File: src/rtl/cpu_pkg.sv
// Shared opcode/state types and default widths for the register-file access sequencer.
package cpu_pkg;

  localparam int DATA_W_DEF = 8;
  localparam int ADDR_W_DEF = 2;

  typedef enum logic [1:0] {
    OP_ADD = 2'b00,
    OP_SUB = 2'b01,
    OP_AND = 2'b10,
    OP_MOV = 2'b11
  } op_e;

  typedef enum logic [2:0] {
    ST_IDLE   = 3'd0,
    ST_READ_A = 3'd1,
    ST_READ_B = 3'd2,
    ST_EXEC   = 3'd3,
    ST_WRITE  = 3'd4
  } state_e;

endpackage

File: src/rtl/seq_alu.sv
// Combinational ALU for the sequencer: ADD/SUB/AND/MOV with carry-out (ADD) or borrow (SUB).
module seq_alu
  import cpu_pkg::*;
#(
  parameter int DATA_W = DATA_W_DEF
) (
  input  op_e               op,
  input  logic [DATA_W-1:0] a,
  input  logic [DATA_W-1:0] b,
  output logic [DATA_W-1:0] result,
  output logic              carry
);

  logic [DATA_W:0] w_sum;
  logic [DATA_W:0] w_diff;

  // The extra top bit of the widened difference is set exactly when a < b.
  assign w_sum  = {1'b0, a} + {1'b0, b};
  assign w_diff = {1'b0, a} - {1'b0, b};

  // Operation select
  always_comb begin
    result = {DATA_W{1'b0}};
    carry  = 1'b0;
    case (op)
      OP_ADD: begin
        result = w_sum[DATA_W-1:0];
        carry  = w_sum[DATA_W];
      end
      OP_SUB: begin
        result = w_diff[DATA_W-1:0];
        carry  = w_diff[DATA_W];
      end
      OP_AND: begin
        result = a & b;
        carry  = 1'b0;
      end
      OP_MOV: begin
        result = a;
        carry  = 1'b0;
      end
      default: begin
        result = {DATA_W{1'b0}};
        carry  = 1'b0;
      end
    endcase
  end

endmodule

File: src/rtl/regfile_access_sequencer.sv
// Five-state sequencer: read two registers, execute one ALU op, write the result back.
// Optional zero/carry flag outputs are enabled by defining REGFILE_SEQ_FLAGS_EN.
module regfile_access_sequencer
  import cpu_pkg::*;
#(
  parameter int DATA_W = DATA_W_DEF,
  parameter int ADDR_W = ADDR_W_DEF
) (
  input  logic              clk,
  input  logic              reset,
  input  logic              req_valid,
  output logic              req_ready,
  input  logic [1:0]        req_op,
  input  logic [ADDR_W-1:0] req_src_a,
  input  logic [ADDR_W-1:0] req_src_b,
  input  logic [ADDR_W-1:0] req_dest,
  output logic [ADDR_W-1:0] rf_read_address,
  input  logic [DATA_W-1:0] rf_read_data,
  output logic [ADDR_W-1:0] rf_write_address,
  output logic [DATA_W-1:0] rf_write_data,
  output logic              rf_write_enable,
  output logic              done
`ifdef REGFILE_SEQ_FLAGS_EN
  ,
  output logic              zero_flag,
  output logic              carry_flag
`endif
);

  state_e            r_state;
  state_e            w_state_next;
  op_e               r_op;
  logic [ADDR_W-1:0] r_src_a;
  logic [ADDR_W-1:0] r_src_b;
  logic [ADDR_W-1:0] r_dest;
  logic [DATA_W-1:0] r_op_a;
  logic [DATA_W-1:0] r_op_b;
  logic [DATA_W-1:0] r_result;
  logic [DATA_W-1:0] w_alu_result;
  logic              w_alu_carry;

  seq_alu #(.DATA_W(DATA_W)) u_alu (
    .op     (r_op),
    .a      (r_op_a),
    .b      (r_op_b),
    .result (w_alu_result),
    .carry  (w_alu_carry)
  );

  // State register
  always_ff @(posedge clk) begin
    if (reset) begin
      r_state <= ST_IDLE;
    end else begin
      r_state <= w_state_next;
    end
  end

  // Next-state logic
  always_comb begin
    w_state_next = ST_IDLE;
    case (r_state)
      ST_IDLE:   w_state_next = req_valid ? ST_READ_A : ST_IDLE;
      ST_READ_A: w_state_next = ST_READ_B;
      ST_READ_B: w_state_next = ST_EXEC;
      ST_EXEC:   w_state_next = ST_WRITE;
      ST_WRITE:  w_state_next = ST_IDLE;
      default:   w_state_next = ST_IDLE;
    endcase
  end

  // Output decode; the read port rests on src_a outside READ_B
  always_comb begin
    req_ready       = 1'b0;
    rf_read_address = r_src_a;
    rf_write_enable = 1'b0;
    done            = 1'b0;
    case (r_state)
      ST_IDLE:   req_ready = 1'b1;
      ST_READ_B: rf_read_address = r_src_b;
      ST_WRITE: begin
        rf_write_enable = 1'b1;
        done            = 1'b1;
      end
      default:   req_ready = 1'b0;
    endcase
  end

  assign rf_write_address = r_dest;
  assign rf_write_data    = r_result;

  // Request latch, operand capture and result register
  always_ff @(posedge clk) begin
    if (reset) begin
      r_op     <= OP_ADD;
      r_src_a  <= {ADDR_W{1'b0}};
      r_src_b  <= {ADDR_W{1'b0}};
      r_dest   <= {ADDR_W{1'b0}};
      r_op_a   <= {DATA_W{1'b0}};
      r_op_b   <= {DATA_W{1'b0}};
      r_result <= {DATA_W{1'b0}};
    end else begin
      case (r_state)
        ST_IDLE: begin
          if (req_valid) begin
            r_op    <= op_e'(req_op);
            r_src_a <= req_src_a;
            r_src_b <= req_src_b;
            r_dest  <= req_dest;
          end
        end
        ST_READ_A: r_op_a   <= rf_read_data;
        ST_READ_B: r_op_b   <= rf_read_data;
        ST_EXEC:   r_result <= w_alu_result;
        default:   r_result <= r_result;
      endcase
    end
  end

`ifdef REGFILE_SEQ_FLAGS_EN
  logic r_zero;
  logic r_carry;

  // Flags follow the result registered in EXEC and hold until the next EXEC
  always_ff @(posedge clk) begin
    if (reset) begin
      r_zero  <= 1'b0;
      r_carry <= 1'b0;
    end else if (r_state == ST_EXEC) begin
      r_zero  <= (w_alu_result == {DATA_W{1'b0}});
      r_carry <= w_alu_carry;
    end
  end

  assign zero_flag  = r_zero;
  assign carry_flag = r_carry;
`else
  logic w_unused_alu_carry;
  assign w_unused_alu_carry = w_alu_carry;
`endif

endmodule

File: config.mk
export PLATFORM = sky130hd
export DESIGN_NAME = regfile_access_sequencer
export DESIGN_NICKNAME = d
export VERILOG_FILES = /design/src/rtl/cpu_pkg.sv /design/src/rtl/seq_alu.sv /design/src/rtl/regfile_access_sequencer.sv
export SDC_FILE = /design/constraint.sdc
export NUM_CORES = 1
export LEC_CHECK = 0
export ABC_AREA = 1
export BUFFER_PORTS_ARGS = -buffer_cell sky130_fd_sc_hd__buf_4
export CAP_MARGIN = 20
export CORE_ASPECT_RATIO = 0.5
export CORE_MARGIN = 2
export CORE_UTILIZATION = 35
export DETAILED_ROUTE_END_ITERATION = 10
export SLEW_MARGIN = 25
export SYNTH_ARGS = -nofsm -noshare
export SYNTH_HDL_FRONTEND = slang
export SYNTH_HIERARCHICAL = 1
export SYNTH_SLANG_ARGS = --single-unit
File: constraint.sdc
create_clock -name clk -period 2 [get_ports clk]
set_input_delay 0.2 -clock clk [delete_from_list [all_inputs] [get_ports clk]]
set_output_delay 0.2 -clock clk [all_outputs]
set_load 0.03 [all_outputs]
; Word-level counts from Yosys, hierarchy flattened
; Index checks and enable logic that the tools add are counted.
[classes]
n_addsub = 2
n_eq_ne = 7
n_mux = 6
n_bitwise = 1
reduce_logical = 3
[op_table]
columns = operator, count
row1 = $pmux W8 S4, 1
row2 = $pmux W3 S4, 1
row3 = $add A8 B8 Y8, 1
row4 = $and A8 B8 Y8, 1
row5 = $sub A8 B8 Y8, 1
row6 = $eq A3 B2 Y1 const B, 2
row7 = $eq A2 B2 Y1 const B, 2
row8 = $eq A3 B1 Y1 const B, 1
row9 = $eq A3 B3 Y1 const B, 1
row10 = $logic_not A3 Y1, 1
row11 = $mux W1, 3
row12 = $eq A2 B1 Y1 const B, 1
row13 = $logic_not A2 Y1, 1
row14 = $mux W2, 1
row15 = $reduce_and A2 Y1, 1
[word_totals]
ff_bits = 35
input_bits = 19
out_inout_bits = 15
wordCells = 27

; Longest topological paths before layout
; Gate-level depths: netlist (run 1).
[depth]
depth_word = 2
ltp_mapped = 14
ltp_nobuf = 13

; By module
; Netlist (run 1), hierarchy kept.
[modules_own_cells]
columns = module, n_inst, cells_per_inst, area_per_inst_um2, seq_area_each_um2
row1 = regfile_access_sequencer, 1, 208, 1448.9, 700.7
row2 = seq_alu, 1, 175, 998.5, 0.0

; Worst setup path after synthesis (run 1)
; OpenSTA, ideal clock, no wires.
[synth_path]
path_type = register to output
startpoint = register r_state[2]
endpoint = output rf_write_enable
t_arrival_ns = 1.694
required_time_ns = 1.800
setup_slack_ns = 0.106
stages_incl_launch_ff = 6
n_path_buf = 3
cell_sequence = dfxtp_1 inv_1 buf_2 buf_2 nor3_1 buf_4
[synth_via]
elab_chain_cells = 2
[synth_rtl]
columns = element, line
row1 = "start, declared", regfile_access_sequencer.sv:30  ; state_e r_state;
row2 = "start signal, assigned", regfile_access_sequencer.sv:55  ; r_state <= w_state_next;
row3 = $eq A3 B3 Y1, -
row4 = $mux W1, -
row5 = "end, declared", regfile_access_sequencer.sv:21  ; output logic rf_write_enable,
; Every way passes these cells.

; Worst setup path in the final report (run 1)
[layout_path]
startpoint = register r_op_a[0]
endpoint = register r_result[6] (netlist: rf_write_data[6])
[layout_via]
elab_chain_cells = 2
word_cells_on_any_way = 3
classes_between = add/sub: 2 / mux: 1
[layout_rtl]
columns = element, line
row1 = "start, declared", regfile_access_sequencer.sv:36  ; logic [DATA_W-1:0] r_op_a;
row2 = "start signal, assigned", regfile_access_sequencer.sv:99  ; r_op_a <= {DATA_W{1'b0}};
row3 = "start signal, assigned", regfile_access_sequencer.sv:112  ; ST_READ_A: r_op_a <= rf_read_data;
row4 = $sub A8 B8 Y8 / $add A8 B8 Y8 (equally long branches), "seq_alu.sv:19, seq_alu.sv:18"
row5 = $pmux W8 S4 (*), seq_alu.sv:25  ; case (op)
row6 = via w_alu_result[6], regfile_access_sequencer.sv:39  ; logic [DATA_W-1:0] w_alu_result;
row7 = "end signal, assigned", regfile_access_sequencer.sv:101  ; r_result <= {DATA_W{1'b0}};
row8 = "end signal, assigned", regfile_access_sequencer.sv:114  ; ST_EXEC: r_result <= w_alu_result;
row9 = "end signal, assigned", regfile_access_sequencer.sv:115  ; default: r_result <= r_result;
row10 = "end, declared", regfile_access_sequencer.sv:38  ; logic [DATA_W-1:0] r_result;
; The timed path passes the listed nets; every way through them passes the cells marked *.
; A chain may end at the register's enable or synchronous reset.

==> out/qor.yml, run 1 <==
critical_path:
  regToRegSetupSlack_ns: 0.19
  reg2reg_from: "r_op_a[0]"
  path_max_fanout: 3
  crit_buf_inv: 2
  required_ns: 2.18
  max_stage_delay_ns: 0.35
  path_delay_family: "adder cells"
  path_cells: "inv_1 -> ha_2 -> fa_2 -> inv_2 -> nand2_2 -> a21oi_2 -> nand2_1 -> nand2_1 -> nand2_1 -> nand3_1 -> nand3b_1 -> o21ai_1 -> nor2_1"
  cp_data_arrival_time_ns: 1.99
  crit_type: "reg2reg"
  crit_top_cell: "nand2_1"
  cp-startpoint: "r_op_a[0]"
  crit_path_top_delay_cell: "fa_2"
  cp-start-kind: "register"
  worst_setup_path_end_kind: "register"
power:
  finalPower_mw: 2.455
  p_leak_nw: 1.496
  ir_drop_mv: 0.3623
  p_per_area_nw_per_um2: 833.4
placement:
  dp_hpwl_mm: 4.358
  dp_slack_ns: 0.07236
  dp_cells: 496
  port_buffers: 33
  globalplace.congestion: 0.8685
final_layout:
  layout.area.seq_um2: 700.7
  num-nets-final: 448
  area_growth_pct: 22.48
  fin_util_pct: 44.13
  nFillCells: 714
  drive_gt1_share_pct: 19.71
  multi_input_area_um2: 1360
  stdcell_count: 503
  diodes: 0
detailed_routing:
  dr.pass1.iters: 4
  vias_per_cell: 4.606
  drc: 0
  routed_wl_mm: 6.016
  ant_nets: 0
  routedWlPerCell_um: 11.96
  vias: 2317
  first_iter_violations: 136
clock_network:
  cts_tree: "done"
  clockRootBuffer: "clkbuf_16"
  clock_latency_ns: 0.28
  cts_max_level: 2
  cts.hold.buffers_added: 0
  numCtsBuffers: 5
  cts_sinks: 35
  clock_path_buffers: 2
  clkTransAtPathRegs_ns: 0.06
die:
  die_w_um: 121.2
  pin_count: 34
  fp.coreArea_um2: 6674
  start_util_pct: 36.03
  die_h_um: 62.62
  std_cell_rows: 21
  dieArea_um2: 7591
sta:
  finalSetupViolCount: 0
  tightest_slew_ns: 0.5060
  finalMaxSlewViolations: 0
  fin_skew_ns: 0.004088
  setup_ws_ns: 0.1915
  fin_tns_setup_ns: 0
  finalCriticalPeriod_ns: 1.808
  fmax_mhz: 553.0
  rsz0062_at_grt: "no"
  fin_crit_sh_pct: 90.42
  hold_violations: 0
  relSlewSlack_pct: 66.22
worst_hold_path:
  holdCritPathClass: "in2reg"
  hp-start: "rf_read_data[1]"
synthesis:
  syn_area_um2: 2405
  yosys_warnings: 6
  syn_inst: 375
  synthesis.nets: 412
  synth.avg_cell_area_um2: 6.413
grt:
  antenna_found_initial: 0
  grt_pass1_vias: 2032
  grt_max_degree: 19
  grt_usage_pct: 16.28
  gr-total-overflow: 0
  grt_first_pass_wirelength_mm: 9.742
run:
  maxCapViolCount: 0
run_status:
  status: "finished, final reports clean"
==> power breakdown <==
group	switching (mW)	total, mW	leakage, nW	internal [mW]
Sequential	0.0571	0.815	0.286	0.758
Clock	0.322	0.903	0.0759	0.581
Combinational	0.454	0.737	1.13	0.283
Total	0.832	2.45	1.50	1.62
==> final cells by class <==
type                       instances  area share, %
multi-input combinational        253          46.18
tap                               92          3.908
inverter                          71          9.133
timing repair buffer              45          11.47
clock buffer                       5          4.248
sequential                        35          23.79
clock inverter                     2          1.274
==> stage by stage <==
stage	instance area [um^2]	hold WS [ns]
after floorplan	2405	0.2691
after global placement	2754	0.4356
after detailed placement	2754	0.4447
after CTS	2917	0.1507
after global routing	2945	0.1579
final	2945	0.1518
==> placed cells by master (no fill, tap or decap) <==
cell type	instances
a21oi_1	15
a21oi_2	4
a21oi_4	1
a221oi_1	1
a22o_1	1
a31oi_1	1
a32oi_1	1
and2_1	1
buf_4	45
bufinv_16	1
clkbuf_16	5
clkinvlp_4	1
dfxtp_1	35
fa_2	2
ha_1	10
ha_2	6
inv_1	65
inv_2	5
inv_4	1
nand2_1	89
nand2_2	3
nand3_1	16
nand3_2	1
nand3b_1	1
nand4_1	17
nor2_1	52
nor2_2	4
nor3_1	3
nor3_2	1
o211ai_1	1
o21ai_0	14
o21ai_1	4
o21bai_2	1
o221ai_1	1
or2_0	1
xnor2_1	1
==> tightest hold or removal path: cells and delay by family <==
family,cells,cell delay [ns]
simple gates,2,0.11
buf+inv,1,0.08
==> final timing paths <==
path	end	cells past startpoint
min	r_op_b[1]	3
min reg2reg	rf_write_data[3]	2
max	rf_write_data[6]	13
max reg2reg	rf_write_data[6]	13
==> layer usage <==
layer	share of wire, %	up-vias	track usage (%)
li1	-	1239	-
met5	0	-	0
met1	51	1003	23.09
met3	6.3	5	3.832
met4	0.98	0	4.741
met2	42	70	24.58
==> repair_timing <==
action,4_1_cts,5_1_grt
buffers inserted,0,0
gates resized for setup,0,13
setup endpoints to repair,0,3
==> sequential cells by signal, summed over array words and instances (netlist names) <==
| register | flops |
|---|---|
| r_state | 3 |
| r_src_a | 2 |
| r_op | 2 |
| r_op_b | 8 |
| rf_write_data | 8 |
| rf_write_address | 2 |
| r_op_a | 8 |
| r_src_b | 2 |
Power figures use the tool's default switching activity.
==> run 2, diff against run 1 <==
--- a/config.mk
+++ b/config.mk
@@ -12,6 +12,7 @@
 export CORE_MARGIN = 2
 export CORE_UTILIZATION = 35
 export DETAILED_ROUTE_END_ITERATION = 10
+export REMOVE_ABC_BUFFERS = 1
 export SLEW_MARGIN = 25
 export SYNTH_ARGS = -nofsm -noshare
 export SYNTH_HDL_FRONTEND = slang
==> out/qor.yml, run 2 (same netlist as run 1, synthesis figures left out) <==
power:
  p_leak_nw: 1.484
  ir_drop_mv: 0.3642
  p_per_area_nw_per_um2: 839.7
grt:
  grt_pass1_vias: 1953
  grt_usage_pct: 15.64
  gr-total-overflow: 0
  grt_max_degree: 18
  antenna_found_initial: 0
  grt_first_pass_wirelength_mm: 9.535
worst_hold_path:
  holdCritPathClass: "in2reg"
  hold_depth: 3
final_layout:
  fin_util_pct: 43.81
  area_growth_pct: 21.59
  diodes: 0
  drive_gt1_share_pct: 17.69
  layout_common_cells: "nand2_1 (89), inv_1 (66), nor2_1 (52)"
  final_area_um2: 2924
  layout_commonest_cell: "nand2_1"
  num-nets-final: 443
critical_path:
  path_cells: "inv_1 -> ha_1 -> fa_2 -> inv_1 -> nand2_2 -> a21oi_4 -> nand2_1 -> nand2_1 -> nand2_1 -> nand3_1 -> nand3b_1 -> o21ai_1 -> nor2_1"
  required_ns: 2.18
  crit_path_top_delay_cell: "fa_2"
  ff2ff_path_depth: 13
  crit_top_cell: "nand2_1"
  worst_setup_path_end_kind: "register"
  cp-start-kind: "register"
  path_max_fanout: 3
  crit_type: "reg2reg"
  cp_data_arrival_time_ns: 2.04
  max_stage_delay_ns: 0.35
detailed_routing:
  routedWlPerCell_um: 11.48
  vias_per_cell: 4.483
  dr.pass1.iters: 4
  routed_wl_mm: 5.731
  vias: 2237
  ant_nets: 0
  first_iter_violations: 124
  drc: 0
run_status:
  status: "finished, final reports clean"
sta:
  rsz0062_at_grt: "no"
  finalSetupViolCount: 0
  hold_violations: 0
  finalCriticalPeriod_ns: 1.864
  fin_skew_ns: 0.004700
  finalMaxSlewViolations: 0
  relSlewSlack_pct: 66.96
  fin_crit_sh_pct: 93.22
  fmax_mhz: 536.4
  tightest_slew_ns: 0.4951
  setup_ws_ns: 0.1356
placement:
  globalplace.congestion: 0.7913
  dp_hpwl_mm: 4.329
  port_buffers: 33
  placed_cell_area_um2: 2716
  dp_slack_ns: 0.06039
clock_network:
  cts_max_level: 2
  numCtsBuffers: 5
  clock_path_buffers: 2
  clock_latency_ns: 0.28
  postCtsSetupBuffers: 0
  cts_tree: "done"
  cts.hold.buffers_added: 0
  cts_sinks: 35
  clockRootBuffer: "clkbuf_16"
  ctsResizeCount: 0
  clkTransAtPathRegs_ns: 0.06
die:
  start_util_pct: 36.03
  die_w_um: 121.2
  fp.coreArea_um2: 6674
  pin_count: 34
  dieArea_um2: 7591
  die_h_um: 62.62
  std_cell_rows: 21
run:
  maxCapViolCount: 0
[run 2: changes by cell type in the layout (fill, tap and decap cells not counted), moves of 2 or more]
cell and change:
ha_1 +3, ha_2 -4, a21oi_2 -2, buf_4 -5
[run 2: final cells by class]
| cell class | instances | area [um^2] |
|---|---|---|
| Fill cell | 726 | 3750 |
| Sequential cell | 35 | 700.7 |
| Multi-Input combinational cell | 253 | 1366 |
| Clock inverter | 3 | 47.55 |
| Timing Repair Buffer | 40 | 300.3 |
| Inverter | 71 | 269.0 |
| Tap cell | 92 | 115.1 |
| Clock buffer | 5 | 125.1 |
[run 2: critical path, delay by kind of cell, from the launching register on]
kind | cells | cell delay, ns
flops | 1 | 0.33
fa+ha+maj | 2 | 0.58
compound gates | 2 | 0.27
simple gates | 7 | 0.46
buf+inv | 2 | 0.13
[run 2: worst paths after layout]
check | from | to | slack [ns]
worst min-delay path | rf_read_data[5] | r_op_b[5] | 0.15
worst max register to register | r_op_a[0] | rf_write_data[6] | 0.14
worst max-delay path | r_op_a[0] | rf_write_data[6] | 0.14
worst min register to register | rf_write_data[4] | rf_write_data[4] | 0.49
[run 2: metal layers]
metal | part of all wire [%] | GRT usage, % | routed length [um] | vias to the layer above
li1 | - | - | - | 1224
met1 | 53 | 23.00 | 3065 | 949
met2 | 40 | 22.75 | 2303 | 56
met3 | 5.1 | 3.558 | 294 | 8
met4 | 1.2 | 4.310 | 68 | 0
met5 | 0 | 0 | 0 | -
[run 2: per-stage QoR]
stage	hold WS, ns	power (mW)	setup TNS [ns]	std cells
global route	0.1592	2.620	0	499
finish	0.1513	2.455	0	499
global placement	0.4409	1.520	0	491
detailed placement	0.4409	1.525	0	491
CTS	0.1486	2.456	0	499
floorplan	0.2624	1.322	-0.02658	359
[run 2: power by group]
| group | switching [mW] | internal, mW |
|---|---|---|
| combinational | 0.443 | 0.274 |
| sequential | 0.0599 | 0.758 |
| clock | 0.326 | 0.594 |
| total | 0.829 | 1.63 |
==> run 3, diff against run 2 <==
--- a/config.mk
+++ b/config.mk
@@ -10,8 +10,9 @@
 export CAP_MARGIN = 20
 export CORE_ASPECT_RATIO = 0.5
 export CORE_MARGIN = 2
-export CORE_UTILIZATION = 35
+export CORE_UTILIZATION = 50
 export DETAILED_ROUTE_END_ITERATION = 10
+export PLACE_DENSITY = 0.71
 export REMOVE_ABC_BUFFERS = 1
 export SLEW_MARGIN = 25
 export SYNTH_ARGS = -nofsm -noshare
==> out/qor.yml, run 3 (same netlist as run 1, synthesis figures left out) <==
final_layout:
  multi_input_area_um2: 1374
  layout_common_cells: "nand2_1 (89), inv_1 (66), nor2_1 (52)"
  num-nets-final: 444
  area_growth_pct: 18.57
  diodes: 0
  stdcell_count: 474
  layout.area.seq_um2: 701.9
  layout_commonest_cell: "nand2_1"
  drive_gt1_share_pct: 18.63
  final_area_um2: 2851
  nFillCells: 431
run_status:
  status: "finished, final reports clean"
sta:
  finalSetupViolCount: 0
  rsz0062_at_grt: "yes"
  finalCriticalPeriod_ns: 1.884
  fin_crit_sh_pct: 94.21
  setup_ws_ns: 0.1159
  tightest_slew_ns: 0.6291
  finalMaxSlewViolations: 0
  fin_skew_ns: 0.007161
  fmax_mhz: 530.8
  relSlewSlack_pct: 58.02
  hold_violations: 0
  fin_tns_setup_ns: 0
  holdWs_ns: 0.1375
grt:
  grt_max_degree: 22
  antenna_found_initial: 0
  gr-total-overflow: 0
  grt_pass1_vias: 2097
  grt_first_pass_wirelength_mm: 9.522
  grt_usage_pct: 22.99
detailed_routing:
  vias: 2346
  dr.pass1.iters: 7
  vias_per_cell: 4.949
  routedWlPerCell_um: 11.89
  first_iter_violations: 128
  drc: 0
  ant_nets: 0
  routed_wl_mm: 5.636
die:
  die_h_um: 53.04
  start_util_pct: 53.33
  std_cell_rows: 17
  dieArea_um2: 5414
  pin_count: 34
  fp.coreArea_um2: 4509
  die_w_um: 102.1
power:
  pwr-share-comb_pct: 32.6
  seq_power_share_pct: 37.0
  p_per_area_nw_per_um2: 775.9
  p_leak_nw: 1.461
  p_sw_uw: 795.9
  p_sw_share_pct: 35.97
  intPower_mw: 1.417
  ir_drop_mv: 0.5048
  clkPwrFrac_pct: 30.4
clock_network:
  numCtsBuffers: 5
  cts_tree: "done"
  cts_max_level: 2
  clkTransAtPathRegs_ns: 0.08
  cts_sinks: 35
  cts.hold.buffers_added: 0
  clock_latency_ns: 0.30
  clock_path_buffers: 2
  clockRootBuffer: "clkbuf_8"
critical_path:
  required_ns: 2.19
  worst_setup_path_end_kind: "register"
  path_max_fanout: 3
  cp-start-kind: "register"
  cp_data_arrival_time_ns: 2.07
  crit_type: "reg2reg"
worst_hold_path:
  holdCritPathClass: "in2reg"
placement:
  placed_cell_area_um2: 2691
  dp_slack_ns: 0.001610
  port_buffers: 33
  globalplace.congestion: 0.9569
  dp_cells: 466
  dp_hpwl_mm: 4.226
run:
  maxCapViolCount: 0
run 3: cell types whose count changed in the layout (fill, tap and decap cells not counted):
cell / previous run / this run
clkbuf_16: 5 / 0
clkbuf_8: 0 / 5
ha_1: 13 / 10
ha_2: 2 / 4
a21oi_2: 2 / 3
a21oi_4: 2 / 1
buf_4: 40 / 41
dfxtp_1: 35 / 34
dfxtp_2: 0 / 1
fa_1: 0 / 1
fa_2: 2 / 1
ha_4: 1 / 2
run 3: path summary, 6_finish.rpt:
check                           slack [ns]                to  cells after the start             start
worst min register to register        0.49  rf_write_data[7]                      2  rf_write_data[7]
worst max register to register        0.12  rf_write_data[6]                     11         r_op_b[0]
worst max-delay path                  0.12  rf_write_data[6]                     11         r_op_b[0]
worst min-delay path                  0.14         r_op_b[6]                      3   rf_read_data[6]
run 3: power by group through the flow:
stage                     Sequential [mW]  Combinational, mW  Clock (mW)
after floorplan                     0.840              0.481           0
after global placement              0.827              0.681           0
after detailed placement            0.832              0.696           0
after CTS                           0.815              0.699       0.685
after global routing                0.827              0.827       0.709
final                               0.819              0.721       0.673
run 3: area by class of cell:
cell class | count | area share (%)
clock inverters | 3 | 1.667
well taps | 66 | 2.896
inverters | 71 | 9.434
repair buffers | 41 | 10.79
multi-input cells | 253 | 48.18
flip-flops and latches | 35 | 24.62
clock buffers | 5 | 2.413
run 3: through the flow:
| stage | util [%] | power, mW |
|---|---|---|
| floorplan | - | 1.322 |
| global placement | 59.68 | 1.508 |
| detailed placement | 59.68 | 1.528 |
| CTS | 62.29 | 2.199 |
| global route | 63.24 | 2.363 |
| finish | 63.24 | 2.212 |
run 3: worst max-delay path, cell delays in order (launching register included):
cell and delay, ns:
dfxtp_1 0.37, ha_1 0.23, inv_1 0.07, fa_1 0.45, inv_1 0.08, nand3_1 0.11
nand3_1 0.10, nand2_1 0.05, nand3_1 0.06, nand3b_1 0.08, o21ai_1 0.13, nor2_1 0.06
run 3: metal layers:
metal / global-route usage [%] / vias up / routed length [um]
li1: - / 1226 / -
met1: 31.33 / 1033 / 2765
met2: 37.39 / 82 / 2405
met3: 4.756 / 5 / 413
met4: 6.000 / 0 / 51
met5: 0 / - / 0
run 3: timing repair:
action                                  4_1_cts  5_1_grt
buffers inserted                              0        0
endpoints found under the setup margin        1        4
endpoints found under the hold margin         0        0
pin swaps                                     0        1
resized for setup                             1       11
